[src/rtl/fetch_unit_if.sv]
// Fetch-stage bus: hazard/branch controls in, instruction memory port, and the ID-stage slot.
// The fetch unit is the slave end; the surrounding pipeline (or a bench) is the master.
interface fetch_unit_if #(
    parameter int ADDR_WIDTH = 32,
    parameter int CNT_WIDTH  = 32
);
    logic                  stall;
    logic                  redirect;
    logic [ADDR_WIDTH-1:0] redirect_pc;
    logic                  halt;
    logic [ADDR_WIDTH-1:0] imem_address;
    logic [31:0]           imem_data;
    logic [31:0]           id_instr;
    logic [ADDR_WIDTH-1:0] id_pc;
    logic                  id_valid;
    logic [CNT_WIDTH-1:0]  fetch_count;

    modport master (
        output stall, redirect, redirect_pc, halt, imem_data,
        input  imem_address, id_instr, id_pc, id_valid, fetch_count
    );

    modport slave (
        input  stall, redirect, redirect_pc, halt, imem_data,
        output imem_address, id_instr, id_pc, id_valid, fetch_count
    );
endinterface

[src/rtl/fetch_unit.sv]
// MUSA IF stage: owns the PC, drives a 1-cycle-latency instruction memory and hands
// {instr, pc, valid} to ID, with stall, redirect/squash, sticky halt and a retired-fetch counter.
module fetch_unit #(
    parameter int                    ADDR_WIDTH = 32,
    parameter logic [ADDR_WIDTH-1:0] RESET_PC   = '0,
    parameter logic [ADDR_WIDTH-1:0] PC_STEP    = ADDR_WIDTH'(1),
    parameter int                    CNT_WIDTH  = 32
) (
    input  logic         clock,
    input  logic         reset,
    fetch_unit_if.slave  bus
);

    typedef enum logic [1:0] {
        BOOT   = 2'd0,
        RUN    = 2'd1,
        HALTED = 2'd2
    } state_e;

    state_e                state_q, state_d;
    logic [ADDR_WIDTH-1:0] pc_q, pc_d;
    logic [ADDR_WIDTH-1:0] req_pc_q, req_pc_d;
    logic                  req_valid_q, req_valid_d;
    logic [CNT_WIDTH-1:0]  fetch_count_q, fetch_count_d;

    logic                  id_valid;
    logic [ADDR_WIDTH-1:0] imem_addr;

    always_ff @(posedge clock) begin
        if (reset) begin
            state_q       <= BOOT;
            pc_q          <= RESET_PC;
            req_pc_q      <= RESET_PC;
            req_valid_q   <= 1'b0;
            fetch_count_q <= '0;
        end else begin
            state_q       <= state_d;
            pc_q          <= pc_d;
            req_pc_q      <= req_pc_d;
            req_valid_q   <= req_valid_d;
            fetch_count_q <= fetch_count_d;
        end
    end

    // In RUN the priority is redirect > halt > stall > advance; a redirect squashes the
    // word currently on id_* simply by not counting it and replacing req_pc.
    always_comb begin
        state_d       = state_q;
        pc_d          = pc_q;
        req_pc_d      = req_pc_q;
        req_valid_d   = req_valid_q;
        fetch_count_d = fetch_count_q;
        case (state_q)
            BOOT: begin
                req_pc_d    = pc_q;
                req_valid_d = 1'b1;
                pc_d        = pc_q + PC_STEP;
                state_d     = RUN;
            end
            RUN: begin
                if (bus.redirect) begin
                    req_pc_d    = bus.redirect_pc;
                    req_valid_d = 1'b1;
                    pc_d        = bus.redirect_pc + PC_STEP;
                end else if (bus.halt) begin
                    state_d     = HALTED;
                    req_valid_d = 1'b0;
                end else if (!bus.stall) begin
                    req_pc_d    = pc_q;
                    req_valid_d = 1'b1;
                    pc_d        = pc_q + PC_STEP;
                    if (id_valid) begin
                        fetch_count_d = fetch_count_q + CNT_WIDTH'(1);
                    end
                end
            end
            HALTED: begin
                state_d = HALTED;
            end
            default: begin
                state_d = BOOT;
            end
        endcase
    end

    // Holding cycles re-read req_pc so the synchronous memory keeps returning the same word.
    always_comb begin
        id_valid  = req_valid_q && (state_q == RUN);
        imem_addr = req_pc_q;
        case (state_q)
            BOOT: begin
                imem_addr = pc_q;
            end
            RUN: begin
                if (bus.redirect) begin
                    imem_addr = bus.redirect_pc;
                end else if (bus.halt || bus.stall) begin
                    imem_addr = req_pc_q;
                end else begin
                    imem_addr = pc_q;
                end
            end
            default: begin
                imem_addr = req_pc_q;
            end
        endcase
    end

    assign bus.imem_address = imem_addr;
    assign bus.id_instr     = bus.imem_data;
    assign bus.id_pc        = req_pc_q;
    assign bus.id_valid     = id_valid;
    assign bus.fetch_count  = fetch_count_q;

    halted_is_sticky: assert property (
        @(posedge clock) disable iff (reset) (state_q == HALTED) |=> (state_q == HALTED));

    halt_drops_valid: assert property (
        @(posedge clock) disable iff (reset)
        (state_q == RUN && bus.halt && !bus.redirect) |=> !id_valid);

endmodule

[src/flat_wrapper.sv]
// flat-port wrapper written by rule: the top's interface ports become plain ports
module fetch_unit_flat 
#(
    parameter int                    ADDR_WIDTH = 32,
    parameter logic [ADDR_WIDTH-1:0] RESET_PC   = '0,
    parameter logic [ADDR_WIDTH-1:0] PC_STEP    = ADDR_WIDTH'(1),
    parameter int                    CNT_WIDTH  = 32
)
  (clock, reset, bus_stall, bus_redirect, bus_redirect_pc, bus_halt, bus_imem_data, bus_imem_address, bus_id_instr, bus_id_pc, bus_id_valid, bus_fetch_count);
  fetch_unit_if #(.ADDR_WIDTH(ADDR_WIDTH), .CNT_WIDTH(CNT_WIDTH)) bus_i ();
  input  logic clock;
  input  logic reset;
  input wire logic [$bits(bus_i.stall)-1:0] bus_stall;
  input wire logic [$bits(bus_i.redirect)-1:0] bus_redirect;
  input wire logic [$bits(bus_i.redirect_pc)-1:0] bus_redirect_pc;
  input wire logic [$bits(bus_i.halt)-1:0] bus_halt;
  input wire logic [$bits(bus_i.imem_data)-1:0] bus_imem_data;
  output wire logic [$bits(bus_i.imem_address)-1:0] bus_imem_address;
  output wire logic [$bits(bus_i.id_instr)-1:0] bus_id_instr;
  output wire logic [$bits(bus_i.id_pc)-1:0] bus_id_pc;
  output wire logic [$bits(bus_i.id_valid)-1:0] bus_id_valid;
  output wire logic [$bits(bus_i.fetch_count)-1:0] bus_fetch_count;
  assign bus_i.stall = bus_stall;
  assign bus_i.redirect = bus_redirect;
  assign bus_i.redirect_pc = bus_redirect_pc;
  assign bus_i.halt = bus_halt;
  assign bus_i.imem_data = bus_imem_data;
  assign bus_imem_address = bus_i.imem_address;
  assign bus_id_instr = bus_i.id_instr;
  assign bus_id_pc = bus_i.id_pc;
  assign bus_id_valid = bus_i.id_valid;
  assign bus_fetch_count = bus_i.fetch_count;
  fetch_unit #(.ADDR_WIDTH(ADDR_WIDTH), .RESET_PC(RESET_PC), .PC_STEP(PC_STEP), .CNT_WIDTH(CNT_WIDTH)) u_core (.clock(clock), .reset(reset), .bus(bus_i));
endmodule
[config.mk]
export PLATFORM = sky130hd
export DESIGN_NAME = fetch_unit_flat
export DESIGN_NICKNAME = d
export VERILOG_FILES = /design/src/rtl/fetch_unit_if.sv /design/src/rtl/fetch_unit.sv /design/src/flat_wrapper.sv
export SDC_FILE = /design/constraint.sdc
export NUM_CORES = 1
export LEC_CHECK = 0
export CAP_MARGIN = 25
export CELL_PAD_IN_SITES_DETAIL_PLACEMENT = 0
export CELL_PAD_IN_SITES_GLOBAL_PLACEMENT = 1
export CORE_UTILIZATION = 36
export DETAILED_ROUTE_END_ITERATION = 8
export HOLD_SLACK_MARGIN = 0.1
export PLACE_DENSITY_LB_ADDON = 0.1
export SETUP_SLACK_MARGIN = 0.3
export SYNTH_ARGS = -nofsm -noshare
export SYNTH_HDL_FRONTEND = slang
export SYNTH_SLANG_ARGS = --single-unit
[constraint.sdc]
create_clock -name clock -period 4.76 [get_ports clock]
set_input_delay 0.476 -clock clock [delete_from_list [all_inputs] [get_ports clock]]
set_output_delay 0.476 -clock clock [all_outputs]
set_load 0.02 [all_outputs]
==> tab_implementation.tex, run 1 <==
\begin{tabular}{lr}
\hline
Metric & Value \\
\hline
\multicolumn{2}{l}{\textbf{Run status}} \\
Status & complete, no violations \\
\multicolumn{2}{l}{\textbf{Pwr}} \\
Total power consumption of the routed design & 4.47 mW \\
Standby leakage power & 2.70 nW \\
Maximum vdd drop & 329 µV \\
Power Density & 566 nW/µm² \\
\multicolumn{2}{l}{\textbf{Clock network}} \\
Maximum buffer depth of the clock tree & 2 \\
Clock transition time at the flip-flop clock pins of the worst setup and hold paths & 0.07 ns \\
TritonCTS clock tree & done \\
Number of buffers created by CTS & 9 \\
Number of cells upsized or downsized after cts & 0 \\
Clock sink count & 99 \\
H-tree depth & 3 \\
CTS root buffer & sky130\_fd\_sc\_hd\_\_clkbuf\_16 \\
Post-cts hold buffer count & 0 \\
Post-CTS setup buffers & 0 \\
Clock latency of the later-clocked register in the worst-skew pair & 0.35 ns \\
\multicolumn{2}{l}{\textbf{Timing}} \\
Actual transition at the worst max-transition pin & 0.942 ns \\
Crit path time final & 3.62 ns \\
Slew HR & 37.2\% \\
Clk\_skew & 0.00787 ns \\
Unrepaired setup endpoints after global routing & false \\
Number of failing hold endpoints at the final stage & 0 \\
Setup violation total in the final timing report & 0 \\
Ratio of final minimum period to clock period & 76.1\% \\
Highest attainable clock frequency & 276 MHz \\
Accumulated negative setup slack & 0 ns \\
Worst setup slack after layout & 1.14 ns \\
Minimum hold slack & 0.494 ns \\
Final Slew Violations & 0 \\
\multicolumn{2}{l}{\textbf{Finish}} \\
Area added between synthesis and finish & 24.7\% \\
Final Cell Area & 7900 µm² \\
Number of nets in the layout & 994 \\
Fillers & 1,696 \\
Fraction of final layout cells with drive strength greater than 1 & 4.55\% \\
Number of antenna repair diodes & 0 \\
Final design utilization & 45.8\% \\
Number of standard cells in the final layout excluding fillers & 1,149 \\
\multicolumn{2}{l}{\textbf{Global routing}} \\
Residual overflow from global routing & 0 \\
Global-route usage over all layers & 22.6\% \\
Maximum number of pins on one net before global-route repair & 84 \\
Number of global-route vias before repair & 5,977 \\
Wire length of the first global-routing pass & 32.8 mm \\
Number of antenna violations at the first check in global routing & 0 \\
\multicolumn{2}{l}{\textbf{Logic synthesis}} \\
Fraction of registers with async set/reset & 0\% \\
Unique masters post-synth & 58 \\
Dominant combinational cell family by area after synthesis & simple AND/OR/NAND/NOR gates \\
Synthesized cell area & 6340 µm² \\
Mapped Avg Cell Area & 7.38 µm² \\
Number of synthesis warnings & 0 \\
Multiplexer fraction of the synthesized cell area & 0.790\% \\
Total of flip-flops plus latches after synthesis & 99 \\
Compound-cell area share of the yosys netlist & 23.9\% \\
Most instantiated flip-flop cell in the synthesis netlist & sky130\_fd\_sc\_hd\_\_dfxtp\_1 \\
Number of enable flip-flop cells after synthesis & 0 \\
Cells after Synth & 858 \\
Net Count, Synth & 933 \\
Post-synthesis sequential area ratio & 31.3\% \\
Area share of and/or/nand/nor cells after synthesis & 28.7\% \\
Arithmetic-cell share of the synthesized area counting full adders, half adders and majority gates & 1.18\% \\
Xor/xnor share of the synthesized area & 4.15\% \\
\multicolumn{2}{l}{\textbf{Placed design}} \\
Count of port buffers added during placement & 133 \\
HPWL after detailed placement & 13.9 mm \\
Area of placed instances & 7580 µm² \\
Dpl cells & 1,133 \\
Placer's final routability congestion estimate & 0.808 \\
Setup slack after placement & 1.21 ns \\
\multicolumn{2}{l}{\textbf{Routing}} \\
DR vias & 6,728 \\
Number of optimization iterations in the first detailed-route pass & 5 \\
Number of remaining DRC errors & 0 \\
Post-detailed-route wirelength per cell & 18.0 µm \\
Routed Antenna Nets & 0 \\
Post-Route WL & 20.6 mm \\
Iteration-0 DRC Markers & 600 \\
DR vias/cell & 5.86 \\
\multicolumn{2}{l}{\textbf{Floorplanning}} \\
Initial Utilization & 36.8\% \\
Die Width & 135 µm \\
Overall die height & 135 µm \\
Number of I/O pins & 198 \\
Core ar. & 17,200 µm² \\
Floorplan row count & 48 \\
Floorplan die area & 18,100 µm² \\
\multicolumn{2}{l}{\textbf{Hold path}} \\
Worst hold path cell count & 2 \\
Worst Hold Endpoint & u\_core.bus.fetch\_count[1] \\
Hold path start & u\_core.bus.fetch\_count[1] \\
Hold/Removal Path Class & reg -> reg \\
\multicolumn{2}{l}{\textbf{Setup path}} \\
Sort of element at the end of the critical path & primary output \\
Worst flop-to-flop path startpoint & u\_core.state\_q[1] \\
Setup CP Type & reg -> out \\
End of the worst register-to-register path & u\_core.bus.fetch\_count[26] \\
Maximum fanout encountered on the critical timing path & 53 \\
Required time worst endpoint & 4.28 ns \\
Worst Reg2Reg Path Length in Cells & 7 \\
Crit path arrival time & 3.14 ns \\
CP Launch Type & flop \\
R2R setup slack & 1.94 ns \\
\multicolumn{2}{l}{\textbf{Flow run}} \\
Max-cap violations & 0 \\
\hline
\end{tabular}
routing by layer:
layer | vias up | GRT usage, % | share of wire [%]
li1 | 3266 | - | -
met1 | 3234 | 32.7 | 48
met2 | 201 | 34.5 | 45
met3 | 27 | 2.55 | 5.2
met4 | 0 | 7.80 | 1.7
met5 | - | 0 | 0
kinds of logic after synthesis:
logic type | count (synthesis)
and+or+nand+nor | 367
buffers and inverters | 137
AOI/OAI and AO/OA | 214
xor gates and xnor gates | 30
DFF | 99
adders and majority gates | 6
muxes | 5
power by group:
| group | total (mW) | leakage [nW] | switching, mW | internal, mW |
|---|---|---|---|---|
| registers | 1.28 | 0.807 | 0.237 | 1.04 |
| logic | 2.38 | 1.74 | 1.42 | 0.966 |
| clock network | 0.810 | 0.153 | 0.348 | 0.463 |
registers in the layout, indices dropped and copies added, names as in the netlist:
register                cells
u_core.bus.fetch_count     32
u_core.bus.id_pc           32
u_core.req_valid_q          1
u_core.state_q              2
u_core.pc_q                32
worst max-delay path, stage by stage (launching register included):
cell	delay, ns
sky130_fd_sc_hd__dfxtp_1	0.30
sky130_fd_sc_hd__inv_1	0.11
sky130_fd_sc_hd__ha_1	0.33
sky130_fd_sc_hd__nor2b_1	0.40
sky130_fd_sc_hd__a21o_1	0.17
sky130_fd_sc_hd__buf_4	0.52
sky130_fd_sc_hd__a222oi_1	0.23
sky130_fd_sc_hd__inv_1	0.09
sky130_fd_sc_hd__clkdlybuf4s50_1	0.60
cells in the final DEF (no fill, tap or decap), types with 5 or more instances in the layout:
cell and instances:
sky130_fd_sc_hd__a211oi_1 11, sky130_fd_sc_hd__a21oi_1 41, sky130_fd_sc_hd__a221o_1 5, sky130_fd_sc_hd__a222oi_1 18
sky130_fd_sc_hd__a22oi_1 9, sky130_fd_sc_hd__a311oi_1 31, sky130_fd_sc_hd__a31oi_1 20, sky130_fd_sc_hd__a41oi_1 5
sky130_fd_sc_hd__and2_1 5, sky130_fd_sc_hd__and3_1 11, sky130_fd_sc_hd__and4_1 11, sky130_fd_sc_hd__buf_4 11
sky130_fd_sc_hd__clkbuf_16 9, sky130_fd_sc_hd__clkdlybuf4s50_1 132, sky130_fd_sc_hd__dfxtp_1 99, sky130_fd_sc_hd__ha_1 6
sky130_fd_sc_hd__inv_1 42, sky130_fd_sc_hd__mux2i_1 5, sky130_fd_sc_hd__nand2_1 113, sky130_fd_sc_hd__nand3_1 35
sky130_fd_sc_hd__nand4_1 18, sky130_fd_sc_hd__nor2_1 86, sky130_fd_sc_hd__nor3_1 23, sky130_fd_sc_hd__nor4_1 21
sky130_fd_sc_hd__o21ai_0 37, sky130_fd_sc_hd__o21bai_1 5, sky130_fd_sc_hd__or3_1 17, sky130_fd_sc_hd__or4_1 7
sky130_fd_sc_hd__xnor2_1 21, sky130_fd_sc_hd__xor2_1 9
synthesized netlist by cell type (3+ instances only):
master                      instances  area [µm²]
sky130_fd_sc_hd__or3_1             17         106
sky130_fd_sc_hd__dfxtp_1           99        1980
sky130_fd_sc_hd__xnor2_1           21         184
sky130_fd_sc_hd__a22oi_1            9        67.6
sky130_fd_sc_hd__nand4b_1           3        26.3
sky130_fd_sc_hd__a41oi_1            5        43.8
sky130_fd_sc_hd__a311oi_1          31         272
sky130_fd_sc_hd__ha_1               6        75.1
sky130_fd_sc_hd__nor4_1            21         131
sky130_fd_sc_hd__nor3_1            23         115
sky130_fd_sc_hd__a211oi_1          11        82.6
sky130_fd_sc_hd__inv_1             42         158
sky130_fd_sc_hd__buf_1              3        11.3
sky130_fd_sc_hd__o31ai_1            4        30.0
sky130_fd_sc_hd__nand4_1           18         113
sky130_fd_sc_hd__buf_2              3        15.0
sky130_fd_sc_hd__and4_1            11        96.3
sky130_fd_sc_hd__o31a_1             3        26.3
sky130_fd_sc_hd__a21oi_1           42         210
sky130_fd_sc_hd__a222oi_1          18         180
sky130_fd_sc_hd__or4_1              7        52.6
sky130_fd_sc_hd__a221o_1            5        50.1
sky130_fd_sc_hd__a2111oi_0          3        26.3
sky130_fd_sc_hd__or2_2              3        18.8
sky130_fd_sc_hd__nand3_1           35         175
sky130_fd_sc_hd__a21o_1             4        30.0
sky130_fd_sc_hd__o21ai_0           37         185
sky130_fd_sc_hd__and2_1             6        37.5
sky130_fd_sc_hd__a31oi_1           20         125
sky130_fd_sc_hd__buf_4             32         240
sky130_fd_sc_hd__xor2_1             9        78.8
sky130_fd_sc_hd__clkbuf_1          57         214
sky130_fd_sc_hd__and3_1            11        68.8
sky130_fd_sc_hd__mux2i_1            5        50.1
sky130_fd_sc_hd__nand2_1          114         428
sky130_fd_sc_hd__o21bai_1           5        37.5
sky130_fd_sc_hd__nor2_1            86         323
layout make-up:
class	count	area, µm²	share of cell area [%]
clock buffers	10	229	2.90
clock inverters	6	90.1	1.14
inverters	42	158	2.00
multi-input cells	622	3730	47.2
flip-flops and latches	99	1980	25.1
well taps	225	282	3.56
repair buffers	145	1430	18.1
how the worst max path moves through the flow:
stage | depth (start not counted) | startpoint | end | slack (ns)
global route | 7 | u_core.state_q[1] | bus_imem_address[30] | 0.88
finish | 8 | u_core.state_q[1] | bus_imem_address[26] | 1.14
floorplan | 7 | u_core.state_q[1] | bus_imem_address[0] | 2.39
detailed placement | 6 | bus_redirect | bus_imem_address[8] | 1.21
CTS | 8 | u_core.state_q[1] | bus_imem_address[8] | 1.12
global placement | 6 | bus_redirect | bus_imem_address[11] | 1.28
(Power assumes the default switching activity.)
==> inputs of run 2 (changes only) <==
- CORE_UTILIZATION: 36 -> 30
- clock period: 4.76 -> 3.2 ns (I/O delays scaled with it)
==> tab_implementation.tex, run 2 (synthesis results as in run 1) <==
\begin{tabular}{lr}
\hline
Metric & Value \\
\hline
\multicolumn{2}{l}{\textbf{Routing}} \\
Routed Antenna Nets & 0 \\
Number of remaining DRC errors & 0 \\
Number of optimization iterations in the first detailed-route pass & 5 \\
Post-detailed-route wirelength per cell & 18.4 µm \\
DR vias/cell & 5.66 \\
Post-Route WL & 22.4 mm \\
Iteration-0 DRC Markers & 549 \\
DR vias & 6,891 \\
\multicolumn{2}{l}{\textbf{Setup path}} \\
R2R setup slack & 0.58 ns \\
CP startpoint & bus\_stall \\
Maximum fanout encountered on the critical timing path & 26 \\
Worst flop-to-flop path startpoint & u\_core.state\_q[1] \\
Worst Reg2Reg Path Length in Cells & 9 \\
End of the worst register-to-register path & u\_core.bus.fetch\_count[31] \\
Required time worst endpoint & 2.88 ns \\
CP Launch Type & input port \\
Crit path arrival time & 2.46 ns \\
Setup CP Type & in -> out \\
Sort of element at the end of the critical path & primary output \\
\multicolumn{2}{l}{\textbf{Hold path}} \\
Hold/Removal Path Class & in -> reg \\
Worst hold path cell count & 2 \\
Worst Hold Endpoint & u\_core.req\_valid\_q \\
Hold path start & bus\_halt \\
\multicolumn{2}{l}{\textbf{Placed design}} \\
Dpl cells & 1,198 \\
Placer's final routability congestion estimate & 0.818 \\
Count of port buffers added during placement & 133 \\
HPWL after detailed placement & 15.2 mm \\
\multicolumn{2}{l}{\textbf{Floorplanning}} \\
Die Width & 147 µm \\
Number of I/O pins & 198 \\
Floorplan row count & 52 \\
Floorplan die area & 21,700 µm² \\
Core ar. & 20,500 µm² \\
Initial Utilization & 30.9\% \\
Overall die height & 147 µm \\
\multicolumn{2}{l}{\textbf{Finish}} \\
Most frequent cells in the layout & 113 x sky130\_fd\_sc\_hd\_\_nand2\_1, 99 x sky130\_fd\_sc\_hd\_\_clkdlybuf4s50\_1, 99 x sky130\_fd\_sc\_hd\_\_dfxtp\_1 \\
Fraction of final layout cells with drive strength greater than 1 & 7.50\% \\
Number of standard cells in the final layout excluding fillers & 1,217 \\
Number of antenna repair diodes & 0 \\
Seq. cell area & 1980 µm² \\
Total area of multi-input combinational cells & 3760 µm² \\
Area added between synthesis and finish & 31.2\% \\
Final design utilization & 40.6\% \\
Fillers & 2,121 \\
Most frequent standard cell in the layout excluding fill and tap cells & sky130\_fd\_sc\_hd\_\_nand2\_1 \\
Number of nets in the layout & 1,017 \\
\multicolumn{2}{l}{\textbf{Timing}} \\
Highest attainable clock frequency & 360 MHz \\
Final Slew Violations & 0 \\
Ratio of final minimum period to clock period & 86.7\% \\
Setup violation total in the final timing report & 0 \\
Number of failing hold endpoints at the final stage & 0 \\
Crit path time final & 2.78 ns \\
Slew HR & 46.6\% \\
Actual transition at the worst max-transition pin & 0.795 ns \\
Unrepaired setup endpoints after global routing & false \\
Minimum hold slack & 0.311 ns \\
Clk\_skew & 0.0111 ns \\
Accumulated negative setup slack & 0 ns \\
\multicolumn{2}{l}{\textbf{Pwr}} \\
Total power consumption of the routed design & 7.14 mW \\
Maximum vdd drop & 460 µV \\
Power Density & 859 nW/µm² \\
Standby leakage power & 3.14 nW \\
\multicolumn{2}{l}{\textbf{Global routing}} \\
Residual overflow from global routing & 0 \\
Global-route usage over all layers & 20.2\% \\
Number of global-route vias before repair & 6,354 \\
Number of antenna violations at the first check in global routing & 0 \\
Wire length of the first global-routing pass & 34.8 mm \\
Maximum number of pins on one net before global-route repair & 100 \\
\multicolumn{2}{l}{\textbf{Clock network}} \\
Maximum buffer depth of the clock tree & 2 \\
Post-cts hold buffer count & 0 \\
Clock latency of the later-clocked register in the worst-skew pair & 0.36 ns \\
CTS root buffer & sky130\_fd\_sc\_hd\_\_clkbuf\_16 \\
Clock transition time at the flip-flop clock pins of the worst setup and hold paths & 0.08 ns \\
Clock sink count & 99 \\
TritonCTS clock tree & done \\
H-tree depth & 3 \\
Number of buffers created by CTS & 9 \\
\multicolumn{2}{l}{\textbf{Flow run}} \\
Max-cap violations & 0 \\
\multicolumn{2}{l}{\textbf{Run status}} \\
Status & complete, no violations \\
\hline
\end{tabular}
[run 2: final cells by class]
type                       count  area share, %
clock buffer                  10           2.87
sequential                    99           23.8
clock inverter                 6           1.64
tap                          270           4.06
multi-input combinational    622           45.3
inverter                      42           1.90
timing repair buffer         168           20.4
[run 2: what timing repair did]
action | CTS | global route
pin swaps | 0 | 1
gates cloned | 1 | 1
endpoints found under the setup margin | 32 | 12
buffers inserted | 0 | 1
resized for setup | 26 | 16
[run 2: worst max-delay path by stage]
| stage | endpoint | slack (ns) | cells past startpoint |
|---|---|---|---|
| after global placement | u_core.pc_q[25] | 0.30 | 6 |
| after detailed placement | bus_imem_address[9] | 0.24 | 7 |
| after floorplan | u_core.bus.fetch_count[30] | 0.84 | 7 |
| after CTS | bus_imem_address[28] | 0.28 | 8 |
| after global routing | bus_imem_address[1] | 0.31 | 8 |
| final | bus_imem_address[5] | 0.42 | 7 |
[run 2: routing by layer]
metal | global-route usage (%) | vias to the layer above | part of all wire [%]
li1 | - | 3294 | -
met1 | 27.4 | 3308 | 47
met2 | 32.0 | 242 | 46
met3 | 3.07 | 47 | 5.6
met4 | 7.68 | 0 | 2.0
met5 | 0 | - | 0
[run 2: power breakdown]
group	internal, mW	total, mW	switching (mW)
Combinational	1.60	3.85	2.25
Clock	0.867	1.40	0.536
Sequential	1.55	1.89	0.345
[run 2: per-stage QoR]
stage / cell area (µm²) / setup slack (ns)
detailed placement: 7840 / 0.238
CTS: 8240 / 0.276
floorplan: 6340 / 0.836
global route: 8320 / 0.312
global placement: 7840 / 0.302
finish: 8320 / 0.425
[run 2: critical path: stages]
cell and delay (ns):
sky130_fd_sc_hd__clkdlybuf4s50_1 0.48, sky130_fd_sc_hd__or2_2 0.37, sky130_fd_sc_hd__a21o_4 0.25, sky130_fd_sc_hd__bufbuf_16 0.32, sky130_fd_sc_hd__a222oi_1 0.34, sky130_fd_sc_hd__inv_1 0.06, sky130_fd_sc_hd__dlygate4sd2_1 0.32
